## config.mk

```make
export PLATFORM = sky130hd
export DESIGN_NAME = div_tick_ctrl
export DESIGN_NICKNAME = d
export VERILOG_FILES = /design/src/rtl/div_pkg.sv /design/src/rtl/div_tick_gen.sv /design/src/rtl/div_tick_ctrl.sv
export SDC_FILE = /design/constraint.sdc
export NUM_CORES = 1
export LEC_CHECK = 0
export BUFFER_PORTS_ARGS = -buffer_cell sky130_fd_sc_hd__buf_4
export CORE_MARGIN = 4
export CORE_UTILIZATION = 40
export DETAILED_ROUTE_END_ITERATION = 10
export GPL_TIMING_DRIVEN = 1
export MAX_ROUTING_LAYER = met4
export PLACE_DENSITY = 0.69
export SYNTH_ARGS = -nofsm -noshare
export SYNTH_HDL_FRONTEND = slang
export SYNTH_SLANG_ARGS = --single-unit
```

## constraint.sdc

```tcl
create_clock -name clk -period 2.4 [get_ports clk]
set_input_delay 0.24 -clock clk [delete_from_list [all_inputs] [get_ports clk]]
set_output_delay 0.24 -clock clk [all_outputs]
set_load 0.05 [all_outputs]
```

## src/rtl/div_pkg.sv

```systemverilog
// Shared types and defaults for the divided-tick controller.
// Optional feature macro: DIV_TICK_CTRL_CNT_EN (adds tick_cnt_o on div_tick_ctrl).
package div_pkg;

    // Controller sequencing states
    typedef enum logic [1:0] {
        StIdle = 2'd0,
        StArm  = 2'd1,
        StRun  = 2'd2,
        StFin  = 2'd3
    } div_state_e;

    localparam int unsigned DivWDefault   = 8;
    localparam int unsigned CntWDefault   = 8;
    // Divide-by-4 out of reset (period = value + 1)
    localparam int unsigned DivRstDefault = 3;

endpackage

```

## src/rtl/div_tick_gen.sv

```systemverilog
// Clock-divider core: a modulo counter plus a registered one-cycle tick.
// The counter runs 0..div_i and wraps; tick is issued on the wrap edge.
module div_tick_gen
    import div_pkg::*;
#(
    parameter int unsigned DIV_W = DivWDefault
) (
    input  logic             clk,
    input  logic             rst_n,
    input  logic             en_i,
    input  logic             clr_i,
    input  logic [DIV_W-1:0] div_i,
    output logic             hit_o,
    output logic             tick_o
);

    logic [DIV_W-1:0] cnt_q, cnt_d;
    logic             tick_q, tick_d;

    // Counter has reached the programmed period; the controller uses this for
    // counted-run termination on the same edge the tick is registered.
    assign hit_o = (cnt_q == div_i);

    // Next-state for the divider counter and the tick register
    always_comb begin
        cnt_d  = cnt_q;
        tick_d = 1'b0;
        if (clr_i) begin
            cnt_d = '0;
        end else if (en_i) begin
            tick_d = hit_o;
            cnt_d  = hit_o ? '0 : cnt_q + 1'b1;
        end
    end

    // Divider state
    always_ff @(posedge clk or negedge rst_n) begin
        if (!rst_n) begin
            cnt_q  <= '0;
            tick_q <= 1'b0;
        end else begin
            cnt_q  <= cnt_d;
            tick_q <= tick_d;
        end
    end

    assign tick_o = tick_q;

endmodule

```

## src/rtl/div_tick_ctrl.sv

```systemverilog
// Divided-tick controller: config capture, start/stop sequencing, tick counting and done.
// Optional feature macro: DIV_TICK_CTRL_CNT_EN exposes the running tick count as tick_cnt_o.
module div_tick_ctrl
    import div_pkg::*;
#(
    parameter int unsigned DIV_W   = DivWDefault,
    parameter int unsigned CNT_W   = CntWDefault,
    parameter int unsigned DIV_RST = DivRstDefault
) (
    input  logic             clk,
    input  logic             rst_n,
    input  logic             cfg_valid_i,
    output logic             cfg_ready_o,
    input  logic [DIV_W-1:0] cfg_div_i,
    input  logic [CNT_W-1:0] cfg_num_i,
    input  logic             start_i,
    input  logic             stop_i,
    output logic             tick_o,
    output logic             busy_o,
    output logic             done_o
`ifdef DIV_TICK_CTRL_CNT_EN
    ,
    output logic [CNT_W-1:0] tick_cnt_o
`endif
);

    localparam logic [DIV_W-1:0] DivRst = DIV_W'(DIV_RST);

    div_state_e       state_q, state_d;
    logic [DIV_W-1:0] div_q, div_d;
    logic [CNT_W-1:0] num_q, num_d;
    logic [CNT_W-1:0] tick_cnt_q, tick_cnt_d;
    logic [CNT_W-1:0] tick_cnt_inc;
    logic             done_q, done_d;
    logic             busy_q, busy_d;
    logic             cfg_ready_q, cfg_ready_d;

    logic             gen_en, gen_clr, gen_hit, gen_tick;
    logic             tick_now, last_now, abort;

    div_tick_gen #(
        .DIV_W (DIV_W)
    ) u_gen (
        .clk    (clk),
        .rst_n  (rst_n),
        .en_i   (gen_en),
        .clr_i  (gen_clr),
        .div_i  (div_q),
        .hit_o  (gen_hit),
        .tick_o (gen_tick)
    );

    // Tick/termination qualifiers; a stop coinciding with the final counted tick
    // loses to done so the run completes cleanly.
    always_comb begin
        tick_cnt_inc = tick_cnt_q + 1'b1;
        tick_now     = (state_q == StRun) && gen_hit;
        last_now     = tick_now && (num_q != '0) && (tick_cnt_inc == num_q);
        abort        = stop_i && ((state_q == StArm) || ((state_q == StRun) && !last_now));
        gen_en       = (state_q == StRun);
        gen_clr      = (state_q != StRun) || abort;
    end

    // FSM next-state, config capture and tick counting
    always_comb begin
        state_d    = state_q;
        div_d      = div_q;
        num_d      = num_q;
        tick_cnt_d = tick_cnt_q;
        done_d     = 1'b0;
        unique case (state_q)
            StIdle: begin
                if (cfg_valid_i && cfg_ready_q) begin
                    div_d = cfg_div_i;
                    num_d = cfg_num_i;
                end
                // stop outranks start while idle
                if (start_i && !stop_i) begin
                    state_d    = StArm;
                    tick_cnt_d = '0;
                end
            end
            StArm: begin
                state_d    = stop_i ? StIdle : StRun;
                tick_cnt_d = '0;
            end
            StRun: begin
                if (abort) begin
                    state_d    = StIdle;
                    tick_cnt_d = '0;
                end else if (tick_now) begin
                    // wraps silently in free-run
                    tick_cnt_d = tick_cnt_inc;
                    if (last_now) begin
                        state_d = StFin;
                        done_d  = 1'b1;
                    end
                end
            end
            StFin: begin
                state_d = StIdle;
            end
            default: begin
                state_d = StIdle;
            end
        endcase
        busy_d      = (state_d != StIdle);
        cfg_ready_d = (state_d == StIdle);
    end

    // Controller state and registered outputs
    always_ff @(posedge clk or negedge rst_n) begin
        if (!rst_n) begin
            state_q     <= StIdle;
            div_q       <= DivRst;
            num_q       <= '0;
            tick_cnt_q  <= '0;
            done_q      <= 1'b0;
            busy_q      <= 1'b0;
            cfg_ready_q <= 1'b1;
        end else begin
            state_q     <= state_d;
            div_q       <= div_d;
            num_q       <= num_d;
            tick_cnt_q  <= tick_cnt_d;
            done_q      <= done_d;
            busy_q      <= busy_d;
            cfg_ready_q <= cfg_ready_d;
        end
    end

    assign tick_o      = gen_tick;
    assign done_o      = done_q;
    assign busy_o      = busy_q;
    assign cfg_ready_o = cfg_ready_q;

`ifdef DIV_TICK_CTRL_CNT_EN
    assign tick_cnt_o = tick_cnt_q;
`else
    // tick count stays internal; it only terminates counted runs
`endif

endmodule

```

==> results of run 1 <==
==> cell usage in the layout, fill, tap and decap left out, types with 3 or more instances in the layout <==
cell type	n
dfrtp_1	35
buf_4	30
nor2_1	16
mux2_2	15
xnor2_1	14
nand2_1	14
xor2_1	11
nand3_1	10
nor3_1	9
a21oi_1	6
o21ai_0	6
inv_1	5
clkbuf_8	5
nor4_1	4
nand4_1	3
and3_1	3
a221oi_1	3
dfstp_2	3
==> metal layers <==
layer | track usage [%] | share of wire, %
met1 | 18.8 | 47
met4 | 5.33 | 1.4
met3 | 3.17 | 3.9
met2 | 23.1 | 48
met5 | - | 0
==> final timing paths <==
check / from / endpoint / slack, ps
min in group asynchronous: rst_n / done_o / 460
max reg2reg: tick_cnt_q[1] / tick_cnt_q[7] / 210
max: tick_cnt_q[1] / tick_cnt_q[7] / 210
min reg2reg: div_q[2] / div_q[2] / 540
max in group asynchronous: rst_n / div_q[1] / 1590
min: cfg_num_i[6] / num_q[6] / 150
==> final cells by class <==
cell class / instances / share of cell area, %
Clock buffer: 6 / 3.06
Timing Repair Buffer: 31 / 9.92
Inverter: 5 / 0.791
Multi-Input combinational cell: 144 / 42.0
Sequential cell: 38 / 40.2
Tap cell: 67 / 3.53
Clock inverter: 2 / 0.422
==> where the power goes <==
part | leakage, nW | internal, mW | switching (mW)
sequential | 0.486 | 0.727 | 0.0688
clock | 0.0450 | 0.201 | 0.219
combinational | 0.489 | 0.194 | 0.172
total | 1.02 | 1.12 | 0.460
==> per-stage QoR <==
stage	setup slack (ps)	area, um2	util [%]	cells	TNS, ps
floorplan	375	2030	-	196	0
global placement	179	2270	47.1	283	0
detailed placement	101	2270	47.1	283	0
CTS	92.6	2360	49.0	292	0
global route	-13.1	2370	49.2	293	-13.2
finish	214	2370	49.2	293	0
==> worst register-to-register path, delay by kind of cell, from the launching register on <==
family / cells / cell delay, ps
fa+ha+maj: 1 / 290
simple gates: 2 / 410
xor+xnor: 1 / 210
mux: 1 / 260
flops: 1 / 440
compound gates: 2 / 440
==> registers in the layout, summed over array words and instances, names as in the netlist <==
signal,flops
done_o,1
u_gen.tick_o,1
div_q,8
tick_cnt_q,8
cfg_ready_o,1
busy_o,1
num_q,8
u_gen.cnt_q,8
state_q,2
==> repair_timing <==
action,in CTS,in global routing
resized for setup,0,1
setup buffers,0,1
hold buffers,1,0
hold endpoints to repair,35,0
endpoints found under the setup margin,0,5
==> cell families after synthesis <==
group,Yosys count,synth area share (%)
simple gates,73,18.7
flops,38,47.1
compound gates,27,9.01
xor+xnor,25,10.8
mux,17,9.32
buf+inv,14,3.89
fa+ha+maj,2,1.23
==> impl_metrics.tcl, run 1 <==
set metrics [dict create \
    grt_max_degree 39 \
    wire_per_inst_um 13.6 \
    die_h_um 79.2 \
    outcome "completed" \
    slew_violations 0 \
    arrival_ps 2350 \
    io_pins 25 \
    grt_pass1_wl_um 7080 \
    drive_gt1_share_pct 28.3 \
    cp_max_fo 7 \
    tightest_slew_ps 477 \
    cts_root_buf "clkbuf_8" \
    path_clk_slew_ps 70 \
    relSlewSlack_pct 68.2 \
    report.final.setup_viol 0 \
    via_count 1513 \
    worstPathCellList "ha_2 -> nand3_1 -> xor2_1 -> mux2i_1 -> and4bb_2 -> a211oi_1 -> o22ai_1" \
    leakage_nw 1.02 \
    multiInputGateArea_um2 997 \
    async_flop_share_pct 100 \
    drv_cap 0 \
    total_power_mw 1.58 \
    cp_slowest_cell "dfrtp_1" \
    initial_core_util_pct 42.1 \
    max_stage_delay_ps 440 \
    whs_ps 147 \
    netlist_instances 196 \
    hpwl_um 3030 \
    die_w_um 79.2 \
    finalCriticalPeriod_ps 2190 \
    fmax_ghz 0.457 \
    synth_seq_area_share_pct 47.1 \
    ant_nets 0 \
    nFillCells 489 \
    critPathTopFamily "flip-flops" \
    grt_pass1_vias 1502 \
    yosysTopAreaCell "dfrtp_1" \
    reg2regPathDepth 7 \
    antenna_found_initial 0 \
    placementRows 25 \
    syn_area_um2 2030 \
    core_region_area_um2 4820 \
    cts_buffers 5 \
    htree_levels 2 \
    regArea_um2 955 \
    drt_iter0_markers 96 \
    fin_worst_skew_ps 5.98 \
    synth-edff-count 0 \
    hold_viol 0 \
    cts.path.max_buffers 2 \
    synth_cell_types 44 \
    synth_area_leaders "dfrtp_1 43%, mux2_2 8.3%, xnor2_1 6.0%" \
    yosys_register_bits 38 \
    grt-ovfl-total 0 \
    syn2layout_area_growth_pct 17.0 \
    hold_class "in -> reg" \
    synthTopCellsByCount "35 x dfrtp_1, 16 x nor2_1, 15 x mux2_2" \
    p_per_area_nw_per_um2 667 \
    synth_warnings 0 \
    drc 0 \
    syn_area_per_cell_um2 10.3 \
    finish.net_count 248 \
    period_share_pct 91.1 \
    critical_path_class "reg -> reg" \
    cts_tree "yes" \
    critPathLaunchType "flop" \
    yosysMostFrequentCell "dfrtp_1" \
    synth_top_cell_area_share_pct 43.2 \
    wl_um 4000 \
    cts.sinks 38 \
    crit_required_ps 2560 \
    synthesis.nets 219 \
    yosys_most_used_dff "dfrtp_1" \
    clock_latency_ps 290 \
    peakVddDrop_v 0.000432 \
    path_depth 7 \
    dr.pass1.iters 4 \
    endpoint_kind "flop" \
    track_usage_pct 14.7 \
    diodes 0 \
    gp_congestion 0.881 \
    min_path_cells 3 \
    cp_num_buf_inv 0 \
    vias_per_cell 5.16 \
    io_buffers 24 \
    die_area_um2 6270 \
]
No activity file was read; power rests on OpenSTA's default activity.
==> inputs of run 2 (changes only) <==
--- a/config.mk
+++ b/config.mk
@@ -10,2 +10,3 @@
 export CORE_UTILIZATION = 40
+export CTS_BUF_LIST = sky130_fd_sc_hd__clkbuf_4 sky130_fd_sc_hd__clkbuf_8
 export DETAILED_ROUTE_END_ITERATION = 10
==> constraint.sdc (replaced) <==
create_clock -name clk -period 2.4 [get_ports clk]
set_input_delay 0 -clock clk [delete_from_list [all_inputs] [get_ports clk]]
set_output_delay 0 -clock clk [all_outputs]
set_load 0.05 [all_outputs]
==> impl_metrics.tcl, run 2 (synthesis results as in run 1) <==
set metrics [dict create \
    syn2layout_area_growth_pct 26.0 \
    cts_tree "yes" \
    fmax_ghz 0.457 \
    fin_util_pct 53.1 \
    final_area_um2 2560 \
    switching_power_mw 0.474 \
    vias_per_cell 5.11 \
    combPwrFrac_pct 24.1 \
    via_count 1590 \
    relSlewSlack_pct 68.6 \
    pre_cts_slack_ps 101 \
    worst_slack_ps 212 \
    htree_levels 2 \
    placementRows 25 \
    drive_gt1_share_pct 26.6 \
    io_pins 25 \
    wire_per_inst_um 13.6 \
    initial_core_util_pct 42.1 \
    die_area_um2 6270 \
    wl_um 4240 \
    crit_required_ps 2570 \
    drc 0 \
    dr.pass1.iters 5 \
    endpoint_kind "flop" \
    clock_latency_ps 290 \
    ff2ff_setup_slack_ps 210 \
    outcome "completed" \
    critPathLaunchType "flop" \
    place_area_um2 2270 \
    mostFrequentLayoutCell "dfrtp_1" \
    arrival_ps 2360 \
    fin_cells 311 \
    io_buffers 24 \
    ant_nets 0 \
    p_per_area_nw_per_um2 636 \
    die_w_um 79.2 \
    p_int_mw 1.15 \
    final_cell_mix "35 x dfrtp_1, 30 x buf_4, 19 x dlygate4sd3_1" \
    reg2regPathDepth 7 \
    grt_pass1_wl_um 7580 \
    placed_cells_incl_taps 283 \
    finalSetupTns_ps 0 \
    grt_pass1_vias 1572 \
    peakVddDrop_v 0.000376 \
    diodes 0 \
    switching_share_pct 29.1 \
    grt-ovfl-total 0 \
    slew_violations 0 \
    tightest_slew_ps 471 \
    path_clk_slew_ps 80 \
    hold_viol 0 \
    cp_max_fo 7 \
    cts_root_buf "clkbuf_8" \
    cts_buffers 5 \
    report.final.setup_viol 0 \
    fin_worst_skew_ps 7.32 \
    gp_congestion 0.881 \
    drt_iter0_markers 82 \
    core_region_area_um2 4820 \
    critical_path_class "reg -> reg" \
    finalCriticalPeriod_ps 2190 \
    period_share_pct 91.2 \
    cts.path.max_buffers 2 \
    hpwl_um 3030 \
    seqPwrFrac_pct 49.0 \
    drv_cap 0 \
    antenna_found_initial 0 \
    leakage_nw 1.10 \
    reg2reg_from "tick_cnt_q[1]" \
    finish.net_count 266 \
    die_h_um 79.2 \
    clkPwrFrac_pct 26.9 \
    track_usage_pct 15.9 \
    hold_class "in -> async" \
    r2r_end "tick_cnt_q[7]" \
    cts.sinks 38 \
    grt_max_degree 39 \
]
run 2: changes by cell type in the layout (fill, tap and decap cells not counted):
cell and change:
clkbuf_4 +1, clkbuf_1 -1, dlygate4sd3_1 +18
run 2: worst max-delay path by stage:
stage          slack, ps             to  cells after the start          start
2_1_floorplan        370  tick_cnt_q[7]                      7  tick_cnt_q[1]
6_report             210  tick_cnt_q[7]                      7  tick_cnt_q[1]
3_3_place_gp         180  tick_cnt_q[7]                      7  tick_cnt_q[1]
5_1_grt              -10  tick_cnt_q[7]                      7  tick_cnt_q[1]
3_5_place_dp         100  tick_cnt_q[7]                      7  tick_cnt_q[1]
4_1_cts               90  tick_cnt_q[7]                      7  tick_cnt_q[1]
run 2: timing repair:
| action | 4_1_cts | 5_1_grt |
|---|---|---|
| endpoints found under the hold margin | 54 | 0 |
| buffers inserted | 0 | 1 |
| hold buffers | 19 | 0 |
| endpoints found under the setup margin | 0 | 5 |
| resized for setup | 0 | 1 |
run 2: worst max-delay path, cell delays in order (launching register included):
cell and delay, ps:
dfrtp_1 450, ha_2 290, nand3_1 110, xor2_1 200, mux2i_1 260, and4bb_2 300
a211oi_1 310, o22ai_1 130
run 2: layer usage:
layer	vias up	share of wire, %	global-route usage, %
li1	785	-	-
met1	772	47	20.4
met2	26	49	24.9
met3	7	3.3	3.17
met4	0	1.4	5.84
met5	-	0	-
run 2: area by class of cell:
| cell class | instances | area (um2) |
|---|---|---|
| Inverter | 5 | 18.8 |
| Sequential cell | 38 | 955 |
| Tap cell | 67 | 83.8 |
| Clock inverter | 2 | 10.0 |
| Multi-Input combinational cell | 144 | 997 |
| Timing Repair Buffer | 49 | 415 |
| Fill cell | 468 | 2260 |
| Clock buffer | 6 | 76.3 |
run 2: power by group through the flow:
stage | Clock [mW] | Sequential, mW | Combinational, mW
final | 0.438 | 0.796 | 0.392
after global routing | 0.479 | 0.809 | 0.441
after CTS | 0.449 | 0.797 | 0.388
after detailed placement | 0 | 0.809 | 0.363
after global placement | 0 | 0.809 | 0.356
after floorplan | 0 | 0.797 | 0.273
run 2: through the flow:
| step | power, mW | hold WS (ps) |
|---|---|---|
| 4_1_cts | 1.63 | 226 |
| 6_report | 1.63 | 208 |
| 3_3_place_gp | 1.17 | -4.87 |
| 5_1_grt | 1.73 | 263 |
| 2_1_floorplan | 1.07 | -296 |
| 3_5_place_dp | 1.17 | -2.30 |
==> inputs of run 3 (changes only) <==
- RECOVER_POWER: default -> 50
==> impl_metrics.tcl, run 3 (synthesis results as in run 1) <==
set metrics [dict create \
    placed_cells_incl_taps 283 \
    cts.path.max_buffers 2 \
    antenna_found_initial 0 \
    arrival_ps 2360 \
    report.final.setup_viol 0 \
    hold_viol 0 \
    critPathLaunchType "flop" \
    cts_buffers 5 \
    tightest_slew_ps 1990 \
    crit_required_ps 2570 \
    die_w_um 79.2 \
    final_cell_mix "35 x dfrtp_1, 28 x buf_4, 19 x dlygate4sd3_1" \
    finalCriticalPeriod_ps 2190 \
    placementRows 25 \
    drive_gt1_share_pct 25.8 \
    critical_path_class "reg -> reg" \
    period_share_pct 91.5 \
    initial_core_util_pct 42.1 \
    diodes 0 \
    hpwl_um 3030 \
    fin_cells 311 \
    path_clk_slew_ps 80 \
    grt_pass1_vias 1572 \
    htree_levels 2 \
    core_region_area_um2 4820 \
    wire_per_inst_um 13.7 \
    fmax_ghz 0.456 \
    worst_slack_ps 205 \
    grt-ovfl-total 0 \
    nFillCells 472 \
    via_count 1588 \
    cts.sinks 38 \
    relSlewSlack_pct -32.8 \
    multiInputGateArea_um2 997 \
    cp_max_fo 7 \
    max_stage_delay_ps 450 \
    total_power_mw 1.62 \
    vias_per_cell 5.11 \
    leakage_nw 1.09 \
    syn2layout_area_growth_pct 25.7 \
    fin_util_pct 52.9 \
    pre_cts_slack_ps 101 \
    regArea_um2 955 \
    clock_latency_ps 290 \
    grt_pass1_wl_um 7580 \
    ant_nets 0 \
    cts_tree "yes" \
    peakVddDrop_v 0.000375 \
    critPathTopFamily "flip-flops" \
    p_per_area_nw_per_um2 637 \
    endpoint_kind "flop" \
    drv_cap 1 \
    fin_worst_skew_ps 7.15 \
    dr.pass1.iters 4 \
    worstPathCellList "ha_2 -> nand3_1 -> xor2_1 -> mux2i_1 -> and4bb_2 -> a211oi_1 -> o22ai_1" \
    drc 0 \
    die_area_um2 6270 \
    slew_violations 39 \
    wl_um 4270 \
    mostFrequentLayoutCell "dfrtp_1" \
    finish.net_count 266 \
    gp_congestion 0.881 \
    io_buffers 24 \
    grt_max_degree 39 \
    cts_root_buf "clkbuf_8" \
    hold_class "in -> reg" \
    cp_slowest_cell "dfrtp_1" \
    io_pins 25 \
    outcome "finished, violations left" \
    violations "max-capacitance violations, max-slew violations" \
    drt_iter0_markers 71 \
    die_h_um 79.2 \
    cp_num_buf_inv 0 \
    track_usage_pct 15.9 \
]
## run 3: changes by cell type in the layout (fill, tap and decap cells not counted), sizes merged
cell,before,now
buf,30,28
clkbuf,6,8
## run 3: area by class of cell
class                           count  area share, %
Clock buffer                        6           2.99
Sequential cell                    38           37.5
Timing Repair Buffer               49           16.0
Tap cell                           67           3.29
Multi-Input combinational cell    144           39.1
Inverter                            5          0.736
Clock inverter                      2          0.393
## run 3: worst reg2reg max path, cell delays in order (launching register included)
cell	delay [ps]
dfrtp_1	450
ha_2	300
nand3_1	110
xor2_1	200
mux2i_1	260
and4bb_2	310
a211oi_1	310
o22ai_1	130
## run 3: worst paths after layout
check,from,slack [ps],to,cells after the start
min,cfg_valid_i,320,num_q[6],4
min in group asynchronous,rst_n,810,tick_cnt_q[2],2
max reg2reg,tick_cnt_q[1],210,tick_cnt_q[7],7
min reg2reg,div_q[5],540,div_q[5],1
max,tick_cnt_q[1],210,tick_cnt_q[7],7
max in group asynchronous,rst_n,450,u_gen.cnt_q[7],2
## run 3: power breakdown
part	internal (mW)	switching (mW)
Combinational	0.211	0.179
Clock	0.213	0.225
Sequential	0.727	0.0690
Total	1.15	0.473
## run 3: what timing repair did
item	4_1_cts	5_1_grt
hold buffers	19	0
endpoints found under the hold margin	54	0
setup buffers	0	1
gates resized for setup	0	1
setup endpoints to repair	0	5
## run 3: layer usage
| layer | vias up | global-route usage [%] | wire length (um) |
|---|---|---|---|
| met5 | - | - | 0 |
| met4 | 0 | 5.84 | 61 |
| met3 | 7 | 3.17 | 179 |
| met2 | 32 | 24.9 | 2080 |
| met1 | 765 | 20.4 | 1950 |
| li1 | 784 | - | - |
## run 3: through the flow
step           hold slack, ps  cell area (um2)  setup TNS (ps)
6_report                  319             2550               0
3_5_place_dp            -2.30             2270               0
2_1_floorplan            -296             2030               0
4_1_cts                   226             2550               0
5_1_grt                   372             2550           -13.8
3_3_place_gp            -4.87             2270               0
